==> src/rtl/sort_result_serializer.sv <==
// Output stage of Core-Sort: buffers one sorted vector and streams it out one element per beat,
// in ascending or descending emission order, with a sticky monotonicity check on the emitted stream.
module sort_result_serializer #(
    parameter int SIZE_DATA = 8,
    parameter int NUM_DATA  = 8,
    parameter int IDX_W     = $clog2(NUM_DATA)
) (
    input  logic                          i_clk,
    input  logic                          i_rst,
    input  logic                          i_vec_valid,
    output logic                          o_vec_ready,
    input  logic [NUM_DATA*SIZE_DATA-1:0] i_vec_data,
    input  logic                          i_desc,
    output logic                          o_valid,
    input  logic                          i_ready,
    output logic [SIZE_DATA-1:0]          o_data,
    output logic [IDX_W-1:0]              o_index,
    output logic                          o_last,
    output logic                          o_order_err
);

    localparam logic [IDX_W-1:0] LAST_IDX = IDX_W'(NUM_DATA - 1);

    typedef enum logic {
        IDLE,
        SEND
    } state_t;

    state_t               state;
    state_t               state_next;
    logic [SIZE_DATA-1:0] buffer [NUM_DATA];
    logic                 desc;
    logic                 first;
    logic [IDX_W-1:0]     index;
    logic [SIZE_DATA-1:0] prev;
    logic                 order_err;
    logic                 accept;
    logic                 transfer;
    logic                 violation;

    assign o_vec_ready = (state == IDLE) && !i_rst;
    assign o_valid     = (state == SEND);
    assign o_data      = buffer[index];
    assign o_index     = index;
    assign o_last      = (state == SEND) && (desc ? (index == '0) : (index == LAST_IDX));
    assign o_order_err = order_err;

    assign accept   = i_vec_valid && o_vec_ready;
    assign transfer = o_valid && i_ready;

    // The first beat of a vector has no predecessor, so it can never violate the ordering.
    assign violation = !first && (desc ? (o_data > prev) : (o_data < prev));

    always_comb begin
        state_next = state;
        case (state)
            IDLE: if (accept) state_next = SEND;
            SEND: if (transfer && o_last) state_next = IDLE;
            default: state_next = IDLE;
        endcase
    end

    always_ff @(posedge i_clk) begin
        if (i_rst) begin
            state     <= IDLE;
            desc      <= 1'b0;
            first     <= 1'b0;
            index     <= '0;
            prev      <= '0;
            order_err <= 1'b0;
            for (int k = 0; k < NUM_DATA; k++) begin
                buffer[k] <= '0;
            end
        end else begin
            state <= state_next;
            if (accept) begin
                for (int k = 0; k < NUM_DATA; k++) begin
                    buffer[k] <= i_vec_data[k*SIZE_DATA +: SIZE_DATA];
                end
                desc      <= i_desc;
                index     <= i_desc ? LAST_IDX : '0;
                first     <= 1'b1;
                order_err <= 1'b0;
            end else if (transfer) begin
                prev  <= o_data;
                first <= 1'b0;
                if (violation) begin
                    order_err <= 1'b1;
                end
                // Index parks on the final element after the last beat.
                if (!o_last) begin
                    index <= desc ? (index - 1'b1) : (index + 1'b1);
                end
            end
        end
    end

endmodule
==> config.mk <==
export PLATFORM = sky130hd
export DESIGN_NAME = sort_result_serializer
export DESIGN_NICKNAME = d
export VERILOG_FILES = /design/src/rtl/sort_result_serializer.sv
export SDC_FILE = /design/constraint.sdc
export NUM_CORES = 1
export LEC_CHECK = 0
export CAP_MARGIN = 40
export CORE_ASPECT_RATIO = 1.2
export CORE_MARGIN = 2
export CORE_UTILIZATION = 41
export CTS_CLUSTER_DIAMETER = 40
export DETAILED_ROUTE_END_ITERATION = 10
export PLACE_DENSITY = 0.63
export SLEW_MARGIN = 30
export SYNTH_ARGS = -nofsm -noshare
export SYNTH_HDL_FRONTEND = slang
export SYNTH_SLANG_ARGS = --single-unit
==> constraint.sdc <==
create_clock -name i_clk -period 4.1 [get_ports i_clk]
set_clock_uncertainty 0.1 [all_clocks]
set_input_delay 1.025 -clock i_clk [delete_from_list [all_inputs] [get_ports i_clk]]
set_output_delay 1.025 -clock i_clk [all_outputs]
set_load 0.01 [all_outputs]
======== Yosys cells after proc, flatten, opt, wreduce, memory -nomap -nowiden ========
Memory sizes are Yosys's and may differ from the RTL's. A register that Yosys moved wholly into a read port is not among the register bits.
Cells that the tools add are included.
storage, ports and cells
  RAM bits ................................ 64
  flip-flop bits (word level) ............. 15
  memories ................................ 1
  output and inout bits ................... 15
  input bits .............................. 69
  word-level logic and storage cells ...... 63
cells by class
  $add $sub $neg .......................... 2
  equal/unequal tests ..................... 2
  reduce and logical (&&, ||, !) cells .... 14
  $lt $le $gt $ge ......................... 2
  bitwise operators ....................... 10
  multiplexer cells ....................... 26
memory list
  memory  words  bits a word  rd ports  clocked after Yosys merged registers in  wr ports  line  RTL
  buffer  8      8            1         1                                        8         31    logic [SIZE_DATA-1:0] buffer [NUM_DATA];
operators with widths
  cell                                                   number
  two-way mux 8 bit                                      8
  two-way mux 3 bit                                      7
  two-way mux 1 bit                                      10
  greater-than comparator 8 bit                          1
  < comparator 8 bit                                     1
  bitwise OR 1 bit                                       8
  logical AND 1 bit                                      6
  AND reduction 2 bit                                    3
  adder 3 x 1 -> 3 bit, second input constant            1
  == test 3 bit, second input constant                   1
  zero test 3 bit                                        1
  subtractor 3 x 1 -> 3 bit, second input constant       1
  zero test 1 bit                                        2
  inequality test 2 x 1 -> 1 bit, second input constant  1
  inverter 1 bit                                         2
  one-hot mux 1 bit (2 select lines)                     1
  nonzero test 2 bit                                     1
  OR reduction 2 bit                                     1

======== Depth between registers and ports, before layout ========
  word-level depth ........................ 8
  depth in mapped cells ................... 10
  mapped depth without buffers ............ 9

======== Worst setup path before layout ========
OpenSTA, ideal clock, no wires.
  path kind ............................... in2reg
  start ................................... input i_rst
  end ..................................... memory buffer[0][0] (enable)
  path buffers ............................ 1
  cell stages on the path ................. 4
  data required time ...................... 3.581 ns
  data arrival time ....................... 2.980 ns
  slack ................................... 0.601 ns
  cells stage by stage .................... nor3b_1 -> clkbuf_1 -> nor2_1 -> inv_1
RTL lines
  element          line  RTL
  start, declared  9     input logic i_rst,
  end, declared    31

==> impl_results.md <==
- Ant diodes: 0
- Antenna Nets Post-Route: 0
- Hold crit path type: reg2reg
- Hold Crit Depth: 2
- Clock latency on the worst-skew pair: between 0.3 and 0.4 ns
- Crit path buf inv count: 2
- CP Max Fanout: 8
- Most frequent cells after synthesis: 64 x edfxtp_1, 49 x and2_1, 18 x dfxtp_1, 17 x nor2b_1, 15 x nor2_1
- Synthesized area: 3760 um^2
- Clock Tree Buf Depth: 2
- Unrepaired setup endpoints after global routing: false
- Overall Global Routing Usage: 15.2%
- Post-Syn Area per Cell: 14.0 um^2
- # rows: 38
- Worst Tran Pin Value: 0.663 ns
- Number of synthesized register bits: 82
- Area of the die: 9950 um^2
- Critical path, cell by cell: buf_4, mux4_1, mux2_2, clkdlybuf4s50_1
- Top delay family on crit path: multiplexers
- Vias in the first global route: 2,360
- Initial antenna violation count: 0
- CTS Buf Count: 9
- CP startpoint kind: flip-flop
- Arrival time of the worst setup path: 2.29 ns
- Htree depth: 3
- Final setup fails: 0
- Total gr overflow: 0
- Rel. slew slack: between 50 and 60%
- Synth top area share: 51.2%
- Final hold vios: 0
- Ys flop type: edfxtp_1
- Synth cell types: 36
- Via count: 2,283
- DRT Wirelength: between 7000 and 8000 um
- M2 GR Usage: 26.2%
- Clk pin slew, worst setup/hold paths: 0.09 ns
- Fill cell count: 765
- Global Route met3 Usage: 3.94%
- Met1 usage: 18.4%
- Syn Nets: 346
- Area delta synth->final: 30.2%
- IO Count: 84
- Switching power: 0.000483 W
- # hold bufs at CTS: 0
- IO Port Bufs: a little over 80
- Clock Power Share: 27.7%
- R2R depth: 9
- Syn. warnings: 0
- Residual DRC: 0
- Via density: 4.78
- Max-slew violations: 0
- Post-synth EDFFs: 64
- Place WS: 0.809 ns
- Setup TNS: 0 ns
- Clock Root Buffer: clkbuf_8
- Initial detailed-routing violation count: roughly 120
- Max-Cap Viols: 0
- Post_cts resized: 0
- Fin crit share: 83.2%
- CP peak stage delay: 0.58 ns
- Leakage power: between 1.5 and 2 nW
- Critical path required time: 2.97 ns
- HPWL after DPL: 5170 um
- Multi-input gate area: 1350 um^2
- Share of power burned in registers: 53.0%
- Layout cells sized above 1: between 10% and 20%
- Pwr Density: 385 nW/um^2
- CTS sink cnt: 82
- Storage element area: around 2300 um^2
- Internal power: 0.00140 W
- Comb pwr share: about a fifth
- Nets: around 430
- Gpl congestion: roughly 0.77
- CP Capture Type: output pin
- Post-Synthesis Cells: about 270
- Most Crowded Layer GR: met2
- Die Wd: 91.4 um
- Post-synth top area cell: edfxtp_1
- Post-CTS setup buffer count: 0
- Sequential fraction of the synthesis area: 60.8%
- Worst path depth: 4
- Avg WL per Cell: 14.7 um
- Largest net degree at the start of global routing: 50
- FFs w/ async S/R, synth: 0%
- Slowest cell on the critical path: mux4_1
- CTS tree: done
- Initial Util: 41.8%
- Ranking of synthesized cells by area: edfxtp_1 51%, dfxtp_1 9.6%, and2_1 8.2%
- Status: finished, final reports clean
- Post-route setup slack: 0.688 ns
- First-pass GRT wire length: ~11,000 um
- Switching share of power: 25.6%
- Critical path class: reg2out
- Max Clock Freq: 293 MHz
- Minimum clock period: between 3 and 4 ns
- Die span in y: 109 um
- Core area: 8990 um^2
- 1st-pass router iterations: 4
- Count leader, synth: edfxtp_1
- Worst VDD drop: between 0.1 and 0.15 mV
==> cells by family after synthesis <==
group	Yosys count	share of synthesized area, %
AOI/OAI and AO/OA	25	4.46
adders and majority gates	9	3.20
DFF	82	60.8
and+or+nand+nor	98	15.1
muxes	25	12.6
xor gates and xnor gates	2	0.466
buffers and inverters	27	3.46
==> path summary, 6_finish.rpt <==
kind / start / endpoint / slack, ns
min: prev[6] / prev[6] / 0.37
max: flip-flop / o_data[4] / 0.69
max reg2reg: flip-flop / o_order_err / 1.13
min reg2reg: prev[6] / prev[6] / 0.37
==> sequential cells by signal (all words and copies together), names as in the netlist, named ones only <==
| register | count |
|---|---|
| buffer | 64 |
| prev | 8 |
| o_index | 3 |
| desc | 1 |
| first | 1 |
| o_order_err | 1 |
| o_valid | 1 |
==> routing by layer <==
metal | vias up | wire [um]
li1 | 1139 | -
met1 | 1076 | 2910
met2 | 63 | 3690
met3 | 5 | 337
met4 | 0 | 86
met5 | - | 0
==> worst reg2reg max path, stage by stage, from the launching register on <==
cell,delay [ns]
dfxtp_1,0.52
buf_4,0.27
mux4_2,0.31
mux2_2,0.32
ha_1,0.31
nor2b_1,0.13
o211ai_1,0.15
a21oi_1,0.08
a2111oi_0,0.49
mux2i_1,0.23
==> per-stage QoR <==
step           instances  total power [W]  hold WS [ns]  area, um^2  util, %
6_report             478          0.00189         0.375        4890     54.4
5_1_grt              478          0.00198         0.403        4890     54.4
4_1_cts              478          0.00191         0.378        4890     54.4
3_5_place_dp         462          0.00139         0.363        4710     52.5
3_3_place_gp         462          0.00138         0.353        4710     52.5
2_1_floorplan        268          0.00122         0.340        3760        -
==> power by group through the flow <==
stage          Combinational, W  Sequential [W]  Clock, W
3_3_place_gp           0.000368         0.00101         0
5_1_grt                0.000403         0.00101  0.000572
3_5_place_dp           0.000371         0.00102         0
6_report               0.000364        0.000999  0.000523
2_1_floorplan          0.000215         0.00101         0
4_1_cts                0.000373         0.00100  0.000541
==> layout make-up <==
class | count | share of cell area [%]
flip-flops and latches | 82 | 46.6
clock inverters | 7 | 1.10
multi-input cells | 159 | 27.6
inverters | 12 | 0.921
repair buffers | 89 | 18.2
clock buffers | 9 | 2.53
well taps | 120 | 3.07
==> layout by cell type, fill, tap and decap left out, drive strengths merged, types with 2 or more instances in the layout <==
master,instances
a211oi,8
a21oi,7
and2,49
buf,6
clkbuf,9
clkdlybuf4s50,83
clkinv,2
clkinvlp,3
dfxtp,18
edfxtp,64
ha,8
inv,14
mux2,8
mux4,16
nand2,7
nand3b,2
nand4,2
nor2,15
nor2b,17
o21ai,3
xnor2,2
Note: power is estimated with default switching activity, not from simulation.
